## config.mk

```make
export PLATFORM = sky130hd
export DESIGN_NAME = ce_gen
export DESIGN_NICKNAME = d
export VERILOG_FILES = /design/src/rtl/ce_gen.sv
export SDC_FILE = /design/constraint.sdc
export NUM_CORES = 1
export LEC_CHECK = 0
export ABC_AREA = 0
export CAP_MARGIN = 20
export CORE_UTILIZATION = 45
export CTS_BUF_LIST = sky130_fd_sc_hd__clkbuf_16
export DETAILED_ROUTE_END_ITERATION = 10
export MAX_ROUTING_LAYER = met4
export PLACE_DENSITY_LB_ADDON = 0.1
export SLEW_MARGIN = 5
export SYNTH_ARGS = -nofsm -noshare
export SYNTH_HDL_FRONTEND = slang
export SYNTH_SLANG_ARGS = --single-unit
export TNS_END_PERCENT = 5
```

## constraint.sdc

```tcl
create_clock -name C -period 2.3 [get_ports C]
set_input_delay 0.46 -clock C [delete_from_list [all_inputs] [get_ports C]]
set_output_delay 0.46 -clock C [all_outputs]
set_load 0.05 [all_outputs]
```

## src/rtl/ce_gen.sv

```systemverilog
// Programmable clock-enable generator: CE strobes every DIV+1 enabled cycles,
// either continuously or as a counted burst that ends with a one-cycle DONE.
module ce_gen #(
  parameter int WIDTH = 16,
  parameter int PW    = 8
) (
  input  logic             C,
  input  logic             CLR,
  input  logic             EN,
  input  logic             START,
  input  logic             STOP,
  input  logic             MODE,
  input  logic [WIDTH-1:0] DIV,
  input  logic [PW-1:0]    NPULSE,
  output logic             CE,
  output logic             BUSY,
  output logic             DONE,
  output logic [WIDTH-1:0] CNT
);

  typedef enum logic [1:0] {IDLE, RUN, FIN} state_t;

  state_t           state, state_n;
  logic [WIDTH-1:0] cnt_n, div_r, div_n;
  logic [PW-1:0]    rem, rem_n;
  logic             mode_r, mode_n;
  logic             ce_n, done_n;
  logic             load;

  always_ff @(posedge C or posedge CLR) begin
    if (CLR) begin
      state  <= IDLE;
      CNT    <= '0;
      div_r  <= '0;
      rem    <= '0;
      mode_r <= 1'b0;
      CE     <= 1'b0;
      DONE   <= 1'b0;
    end else begin
      state  <= state_n;
      CNT    <= cnt_n;
      div_r  <= div_n;
      rem    <= rem_n;
      mode_r <= mode_n;
      CE     <= ce_n;
      DONE   <= done_n;
    end
  end

  // STOP dominates everything; a (re)start never issues a CE on its own edge
  always_comb begin
    state_n = state;
    cnt_n   = CNT;
    div_n   = div_r;
    rem_n   = rem;
    mode_n  = mode_r;
    ce_n    = 1'b0;
    done_n  = 1'b0;
    load    = 1'b0;

    case (state)
      IDLE: begin
        if (START && !STOP) load = 1'b1;
      end
      RUN: begin
        if (STOP) begin
          state_n = IDLE;
        end else if (START) begin
          load = 1'b1;
        end else if (EN) begin
          if (CNT != '0) begin
            cnt_n = CNT - WIDTH'(1);
          end else begin
            ce_n  = 1'b1;
            cnt_n = div_r;
            if (mode_r) begin
              if (rem != '0) rem_n = rem - PW'(1);
              if (rem <= PW'(1)) begin
                state_n = FIN;
                done_n  = 1'b1;
              end
            end
          end
        end
      end
      FIN: begin
        state_n = IDLE;
      end
      default: begin
        state_n = IDLE;
      end
    endcase

    // An empty burst completes immediately without ever running
    if (load) begin
      div_n  = DIV;
      rem_n  = NPULSE;
      mode_n = MODE;
      cnt_n  = DIV;
      if (MODE && (NPULSE == '0)) begin
        state_n = FIN;
        done_n  = 1'b1;
      end else begin
        state_n = RUN;
      end
    end
  end

  assign BUSY = (state == RUN);

endmodule

```

Word level (Yosys, flattened, before mapping)
Index checks and enable logic that the tools add are counted.
- input port bits: 30
- register bits after elaboration: 45
- word-level logic and storage cells: 75
- $lt $le $gt $ge: 1
- reductions and logical operators: 14
- mux-type cells: 41
- $add $sub $neg: 2
- equal/unequal tests: 10
- operators by type and width (cell ; count):
    $mux W16 ; 6
    $mux W8 ; 8
    $mux W1 ; 17
    $mux W2 ; 8
    $reduce_bool A16 Y1 ; 1
    $sub A16 B1 Y16 const B ; 1
    $le A8 B1 Y1 const B ; 1
    $logic_not A8 Y1 ; 1
    $ne A4 B2 Y1 const B ; 2
    $ne A4 B3 Y1 const B ; 2
    $reduce_bool A2 Y1 ; 4
    $reduce_bool A8 Y1 ; 1
    $sub A8 B1 Y8 const B ; 1
    $reduce_and A7 Y1 ; 1
    $reduce_and A6 Y1 ; 1
    $ne A2 B1 Y1 const B ; 2
    $ne A2 B2 Y1 const B ; 2
    $ne A4 B4 Y1 const B ; 1
    $pmux W2 S2 ; 1
    $reduce_and A4 Y1 ; 1
    $eq A2 B1 Y1 const B ; 1
    $logic_and A1 B1 Y1 ; 2
    $logic_not A2 Y1 ; 1
    $pmux W1 S2 ; 1
    $logic_not A1 Y1 ; 1

Logic depth before layout (Yosys ltp)
Gate-level depths: netlist of the first run.
- word-level depth: 10
- mapped depth: 8

Worst setup path after synthesis of the first run
No wires, ideal clock.
- kind: flip-flop to flip-flop
- start: register CNT[0]
- end: register CNT[14]
- period minus slack after synthesis: 2.153 ns
- cell stages (with the launch flop): 8
- required time: 2.173 ns
- data arrival time: 2.026 ns
- slack: 0.147 ns
- buffers on the path: 0
- library setup time: 0.127 ns
- path through: dfrtp_1 inv_1 ha_1 nor3b_1 nand2_1 nor3_1 a21oi_1 a2bb2oi_1
- cells in the longest elaborated chain, start to end: 7
- RTL lines (element ; line ; source):
    start: declaration ; 18 ; output logic [WIDTH-1:0] CNT
    start signal: assignment ; 41 ; CNT <= cnt_n;
    $sub A16 B1 Y16 or $reduce_bool A16 Y1 (tied branches) ; 72, 71 ;
    $mux W16 (*) ; 71 ; if (CNT != '0) begin
    $mux W16 (*) ; 70 ; end else if (EN) begin
    $mux W16 (*) ; 68 ; end else if (START) begin
    $mux W16 (*) ; 66 ; if (STOP) begin
    $mux W16 (*) ; 61 ; case (state)
    $mux W16 (*) ; 95 ; if (load) begin
Mark *: on every way between the ends. The rest lies on a longest branch, timed or not. The select of a mux whose other input is x is not followed.
A chain may end at the register's enable or synchronous reset.

Worst setup path in the final report of the first run
- start: register rem[0]
- end: register rem[5]
- cells in the longest elaborated chain, start to end: 9
- RTL lines (element ; line ; source):
    start: declaration ; 25 ; logic [PW-1:0] rem, rem_n;
    start signal: assignment ; 43 ; rem <= rem_n;
    $sub A8 B1 Y8 ; 77 ; if (rem != '0) rem_n = rem - PW'(1);
    $mux W8 ; 77 ;
    $mux W8 ; 76 ; if (mode_r) begin
    $mux W8 ; 71 ;
    $mux W8 ; 70 ;
    $mux W8 ; 68 ;
    $mux W8 ; 66 ;
    $mux W8 ; 61 ;
    $mux W8 ; 95 ;
Several ways; a longest one is shown, not always the timed one. The select of a mux whose other input is x is not followed.

==> metrics.txt, run 1 <==
initial core utilization 46.4%; slew at the pin closest to its max-slew limit 673 ps; residual antenna-violating net count after detailed routing 0; total count of max-transition violations in the final report 0; fraction of the yosys area taken by sequential cells 44.0%; count of buffers inserted at the top-level ports 48; met2 wirelength from detailed routing 3110 um; final worst slack 130 ps; final weighted congestion in routability-driven placement 0.945; Buf+Inv Stages, Crit Path 1; post-synthesis instance total 292; placeable core area 0.00551 mm2; Reg2Reg Setup Slack 130 ps; critical path cell sequence inv_1 > ha_1 > or3b_2 > o211ai_2 > or2_4 > o21ai_1 > a221o_1; Relative slew margins 54.9%; Hold Startpoint div_r[9]$_DFFE_PP0P_; Fin Setup TNS 0 ps; met3 WL 374 um; Detail Placement HPWL 4980 um; top routing layer used met4; vias in the first global route 2376; postcts setup bufs 0; syn avg cell area 8.76 um2; fraction of layout instances using a drive strength above 1 12.5%; family with the most delay on the worst path simple AND/OR/NAND/NOR gates; number of warnings issued by yosys 0; destination of the worst hold path div_r[9]$_DFFE_PP0P_; number of endpoints failing setup at the final stage 0; ANT cells 0; Avg Vias per Cell 5.63; reg2reg start rem[0]$_DFFE_PP0P_; hold bufs inserted after CTS 0; maximum clock path buffer count 2; number of optimization iterations in the first detailed-route pass 5; filler instances 490; Max Fclk 461 MHz; maxcap violations 0; cell depth of the worst flop-to-flop path 7; number of rows created at floorplan 27; cell area after synthesis 0.00256 mm2; number of different library cells in the post-synthesis netlist 55; Die Height 77.4 um; post-route clock skew 5.22 ps; setup repair after global routing missed its margin no; maximum single-stage delay on the critical path 540 ps; met1 layer wirelength in the final routing 3220 um; Synth Net Count 326; Total Routed Length 6780 um; Crit path arrival time 2340 ps; final-layout worst hold slack 473 ps; Resized Gates After CTS 0; flip-flop and latch count after synthesis 45; portion of the clock cycle consumed by the worst path in the final layout 94.4%; routed vias 2431; HP Class flip-flop to flip-flop; Die Area 0.00599 mm2; Worst Path Max Fanout 5; wire length per cell after detailed routing 15.7 um; power density over cell area 728 mW/mm2; synth-to-layout area growth 35.1%; TritonCTS clock tree yes; grt ovf 0; net count reported at finish 393; CP required 2470 ps; largest net degree at the start of global routing 29; root buffer cell clkbuf_16; P_leak 1.48 nW; top flip-flop cell by instance count after synthesis dfrtp_1; Clock Sink Count 45; Starting DRT DRC Count 199; worst reg2reg path endpoint rem[5]$_DFFE_PP0P_; outcome finished clean; count of pins on the block boundary 49; antenna violations before repair 0; minimum period implied by the final worst setup slack 2170 ps; kind of end point of the critical path flip-flop; maximum vdd drop 0.000351 V; critical setup path kind flip-flop to flip-flop; worst hold path depth 2; count of endpoints failing hold in the final timing report 0; first-pass GRT wire length 11600 um; worst skew pair latency 290 ps; overall routing resource usage 25.3%; EDFF count, synth 0; count of H-tree levels built during CTS 2; asr flop ratio synth 100%; Max stage delay cell, worst path or3b_2; DRC 0; horizontal extent of the die 77.4 um; element type at the critical path start flip-flop; clock buffers created by TritonCTS 5; Setup Slack @ Placement 76.4 ps; CTS clock-pin slew for the worst setup and hold paths 60 ps
[through the flow]
step,std cells,utilization [%],total power [mW],instance area (um2)
after global placement,424,59.7,1.70,3290
after CTS,432,62.7,2.54,3450
final,432,62.7,2.52,3450
after detailed placement,424,59.7,1.72,3290
after global routing,432,62.7,2.64,3450
after floorplan,292,-,1.43,2560
[worst register-to-register path, cell delays in order, from the launching register on]
cell      delay, ps
dfrtp_1         400
inv_1           120
ha_1            250
or3b_2          540
o211ai_2        220
or2_4           180
o21ai_1          70
a221o_1         290
[cell usage in the layout (no fill, tap or decap), types with 4 or more instances in the layout]
| cell | n |
|---|---|
| buf_4 | 22 |
| clkdlybuf4s50_1 | 48 |
| o21ai_0 | 20 |
| o22ai_1 | 8 |
| or3_1 | 4 |
| dfrtp_1 | 45 |
| nor3b_1 | 4 |
| a21oi_1 | 13 |
| ha_1 | 4 |
| nand3_1 | 8 |
| inv_1 | 11 |
| xnor2_1 | 5 |
| o21ai_1 | 5 |
| o211ai_1 | 4 |
| nor4_1 | 4 |
| clkbuf_16 | 5 |
| nor2_1 | 15 |
| a31oi_1 | 5 |
| nand2_1 | 65 |
| nor3_1 | 6 |
[final cells by class]
| type | instances | area [um2] | share of cell area, % |
|---|---|---|---|
| multi-input cells | 223 | 1340 | 38.8 |
| flip-flops and latches | 45 | 1130 | 32.6 |
| repair buffers | 72 | 686 | 19.8 |
| clock buffers | 5 | 125 | 3.62 |
| well taps | 72 | 90.1 | 2.61 |
| inverters | 12 | 45.0 | 1.30 |
| clock inverters | 3 | 41.3 | 1.20 |
[report_power, final]
group,switching (mW),internal [mW]
clock network,0.302,0.509
registers,0.127,0.892
logic,0.397,0.290
[worst max path at each step]
| stage | cells past startpoint | to | startpoint | slack (ps) |
|---|---|---|---|---|
| after detailed placement | 5 | rem[5]$_DFFE_PP0P_ | STOP | 80 |
| after global routing | 7 | rem[4]$_DFFE_PP0P_ | CNT[0]$_DFFE_PP0P_ | 20 |
| after global placement | 6 | rem[4]$_DFFE_PP0P_ | STOP | 110 |
| after CTS | 1 | CNT[7] | CNT[7]$_DFFE_PP0P_ | 150 |
| after floorplan | 7 | CNT[14]$_DFFE_PP0P_ | CNT[0]$_DFFE_PP0P_ | 150 |
| final | 7 | rem[5]$_DFFE_PP0P_ | rem[0]$_DFFE_PP0P_ | 130 |
[synthesized netlist by cell type (all sizes together) (2+ instances only)]
master / number / area share [%]
nor3b: 4 / 1.2
or2: 2 / 0.59
inv: 12 / 1.8
o31ai: 3 / 0.88
nand4: 4 / 1.5
dfrtp: 45 / 44
nor2: 15 / 2.2
xnor2: 5 / 1.7
buf: 3 / 0.64
ha: 4 / 2.0
a211oi: 3 / 0.88
or3b: 2 / 0.69
o21ai: 25 / 4.9
nand2: 65 / 9.5
o2bb2ai: 2 / 0.69
nor2b: 3 / 0.73
nand3: 8 / 1.6
a2bb2oi: 2 / 0.69
and2: 3 / 0.73
nand2b: 2 / 0.49
or4: 2 / 0.73
a22oi: 3 / 0.88
o22ai: 8 / 2.0
nor4: 6 / 2.6
nor4b: 3 / 1.9
clkbuf: 9 / 1.3
or3: 4 / 0.98
a221o: 3 / 1.2
nor3: 8 / 1.8
o211ai: 5 / 1.7
a21oi: 13 / 2.5
a31oi: 5 / 1.2
[sequential cells by signal, indices dropped and copies added (netlist names)]
signal,flops
mode_r,1
CE,1
rem,8
div_r,16
state,2
DONE,1
CNT,16
[routing by layer]
layer  track usage (%)  vias to the layer above
li1                  -                     1186
met4              6.60                        0
met2              39.6                       82
met5                 -                        -
met3              4.00                        8
met1              34.2                     1155
[logic make-up after synthesis]
group	after synthesis	share of synthesized area, %
AOI/OAI and AO/OA	78	19.6
xor gates and xnor gates	6	2.05
adders and majority gates	4	1.96
buffers and inverters	24	3.72
DFF	45	44.0
muxes	1	0.391
and+or+nand+nor	134	28.2
Note: power is estimated with default switching activity, not from simulation.
==> run 2: changes to the inputs <==
--- a/config.mk
+++ b/config.mk
@@ -7,7 +7,7 @@
 export LEC_CHECK = 0
 export ABC_AREA = 0
 export CAP_MARGIN = 20
-export CORE_UTILIZATION = 45
+export CORE_UTILIZATION = 52
 export CTS_BUF_LIST = sky130_fd_sc_hd__clkbuf_16
 export DETAILED_ROUTE_END_ITERATION = 10
 export MAX_ROUTING_LAYER = met4
==> metrics.txt, run 2 (synthesized netlist as in run 1, its figures left out) <==
outcome finished clean; Avg Vias per Cell 5.79 (+2.9%); Relative slew margins 63.3% (+8.5 points); destination of the worst hold path div_r[5]$_DFFE_PP0P_; number of rows created at floorplan 25 (-7.4%); total power 2.49 mW (-1.2%); grt ovf 0 (unchanged); portion of the clock cycle consumed by the worst path in the final layout 95.5% (+1.1 points); post-route clock skew 5.75 ps (+0.528 ps); clock buffers created by TritonCTS 5 (unchanged); Starting DRT DRC Count 237 (+19%); Max Fclk 455 MHz (-1.2%); ANT cells 0 (unchanged); Resized Gates After CTS 0 (unchanged); hold bufs inserted after CTS 0 (unchanged); final-layout worst hold slack 475 ps (+1.66 ps); maximum single-stage delay on the critical path 530 ps (about the same); worst reg2reg path endpoint rem[5]$_DFFE_PP0P_; synth-to-layout area growth 32.5%; slew at the pin closest to its max-slew limit 545 ps (-128 ps); Detail Placement HPWL 4960 um (-0.48%); overall routing resource usage 29.5% (+4.3 points); placeable core area 0.00472 mm2 (-14%); Die Height 72.1 um (-6.8%); reg2reg start rem[0]$_DFFE_PP0P_; Die Area 0.00520 mm2 (-13%); Reg2Reg Setup Slack 100 ps (-30 ps); net count reported at finish 389 (-1.0%); fraction of layout instances using a drive strength above 1 11.2% (-1.3 points); power density over cell area 734 mW/mm2 (+0.73%); kind of end point of the critical path flip-flop; most frequent cells in the layout 65 x nand2_1, 48 x clkdlybuf4s50_1, 45 x dfrtp_1, 20 x o21ai_0, 20 x buf_4; count of pins on the block boundary 49 (unchanged); Buf+Inv Stages, Crit Path 1 (unchanged); initial core utilization 54.1% (+7.7 points); Total Routed Length 6780 um (about the same); vias in the first global route 2390 (+0.59%); antenna violations before repair 0 (unchanged); element type at the critical path start flip-flop; minimum period implied by the final worst setup slack 2200 ps (+26.2 ps); maximum vdd drop 0.000459 V (+31%); wire length per cell after detailed routing 16.0 um (+2.1%); count of H-tree levels built during CTS 2 (unchanged); count of buffers inserted at the top-level ports 48 (unchanged); number of optimization iterations in the first detailed-route pass 4 (-1); Clock Sink Count 45 (unchanged); routed vias 2450 (+0.78%); family with the most delay on the worst path simple AND/OR/NAND/NOR gates; Regs by FF count CNT (16), div_r (16), rem (8); maxcap violations 0 (unchanged); commonest non-fill, non-tap cell in the layout nand2_1; residual antenna-violating net count after detailed routing 0 (unchanged); TritonCTS clock tree yes; cell depth of the worst flop-to-flop path 7 (unchanged); Fin Setup TNS 0 ps (unchanged); count of endpoints failing hold in the final timing report 0 (unchanged); DRC 0 (unchanged); Worst Path Max Fanout 5 (unchanged); P_leak 1.46 nW (-1.6%); HP Class flip-flop to flip-flop; total count of max-transition violations in the final report 0 (unchanged); Placed Cells incl. Taps 415 (-2.1%); critical setup path kind flip-flop to flip-flop; postcts setup bufs 0 (unchanged); largest net degree at the start of global routing 24 (-17%); Crit path arrival time 2360 ps (+20 ps); number of endpoints failing setup at the final stage 0 (unchanged); maximum clock path buffer count 2 (unchanged); Hold Startpoint div_r[5]$_DFFE_PP0P_; Cell Count, Final, Fillers Out 423 (-2.1%); Max stage delay cell, worst path or3b_2; setup repair after global routing missed its margin no; horizontal extent of the die 72.1 um (-6.8%); worst hold path depth 2 (unchanged); final weighted congestion in routability-driven placement 0.950 (+0.55%); first-pass GRT wire length 11500 um (-1.2%); worst skew pair latency 290 ps (about the same); CP required 2470 ps (about the same); CTS clock-pin slew for the worst setup and hold paths 60 ps (about the same); root buffer cell clkbuf_16; critical path cell sequence inv_1 > ha_1 > or3b_2 > o211ai_2 > or2_4 > o21ai_1 > a221o_1
-- run 2: cell types whose count changed in the layout (fill, tap and decap cells not counted), sizes merged --
cell | before | now
clkinvlp | 1 | 0
buf | 24 | 20
inv | 11 | 12
-- run 2: report_power, final --
group | switching [mW] | leakage (nW) | total (mW) | internal [mW]
registers | 0.134 | 0.547 | 1.03 | 0.892
logic | 0.389 | 0.831 | 0.665 | 0.277
clock network | 0.291 | 0.0826 | 0.796 | 0.505
total | 0.813 | 1.46 | 2.49 | 1.67
-- run 2: worst register-to-register path: cells and delay by family, from the launching register on --
family                     cells  cell delay (ps)
and+or+nand+nor                2              720
AOI/OAI and AO/OA              3              600
buffers and inverters          1              120
adders and majority gates      1              240
DFF                            1              410
-- run 2: area by class of cell --
type	count	area, um2
clock buffer	5	125
multi-input combinational	223	1340
tap	67	83.8
sequential	45	1130
clock inverter	3	37.5
timing repair buffer	68	631
inverter	12	45.0
fill	378	1330
-- run 2: metrics by stage --
| stage | cell area [um2] | utilization, % | worst slack (ps) |
|---|---|---|---|
| 2_1_floorplan | 2560 | - | 147 |
| 3_3_place_gp | 3230 | 68.3 | 120 |
| 3_5_place_dp | 3230 | 68.3 | 81.5 |
| 4_1_cts | 3390 | 71.8 | 140 |
| 5_1_grt | 3390 | 71.8 | 23.4 |
| 6_report | 3390 | 71.8 | 104 |
-- run 2: layer usage --
metal / part of all wire, % / vias up / GRT usage [%]
li1: - / 1178 / -
met1: 46 / 1167 / 40.3
met2: 46 / 99 / 45.8
met3: 7.1 / 6 / 5.14
met4: 0.63 / 0 / 7.84
met5: 0 / - / -
-- run 2: worst max path at each step --
| stage | cells after the start | slack, ps | start | end |
|---|---|---|---|---|
| after floorplan | 7 | 150 | CNT[0]$_DFFE_PP0P_ | CNT[14]$_DFFE_PP0P_ |
| after global placement | 6 | 120 | EN | rem[6]$_DFFE_PP0P_ |
| after detailed placement | 6 | 80 | STOP | rem[6]$_DFFE_PP0P_ |
| after CTS | 7 | 140 | rem[0]$_DFFE_PP0P_ | rem[5]$_DFFE_PP0P_ |
| after global routing | 7 | 20 | rem[0]$_DFFE_PP0P_ | rem[5]$_DFFE_PP0P_ |
| final | 7 | 100 | rem[0]$_DFFE_PP0P_ | rem[5]$_DFFE_PP0P_ |
==> run 3: changes to the inputs <==
--- a/config.mk
+++ b/config.mk
@@ -6,7 +6,6 @@
 export NUM_CORES = 1
 export LEC_CHECK = 0
 export ABC_AREA = 0
-export CAP_MARGIN = 20
 export CORE_UTILIZATION = 52
 export CTS_BUF_LIST = sky130_fd_sc_hd__clkbuf_16
 export DETAILED_ROUTE_END_ITERATION = 10
==> results of run 3 <==
Final layout, timing and power as in run 2 (identical DEF).
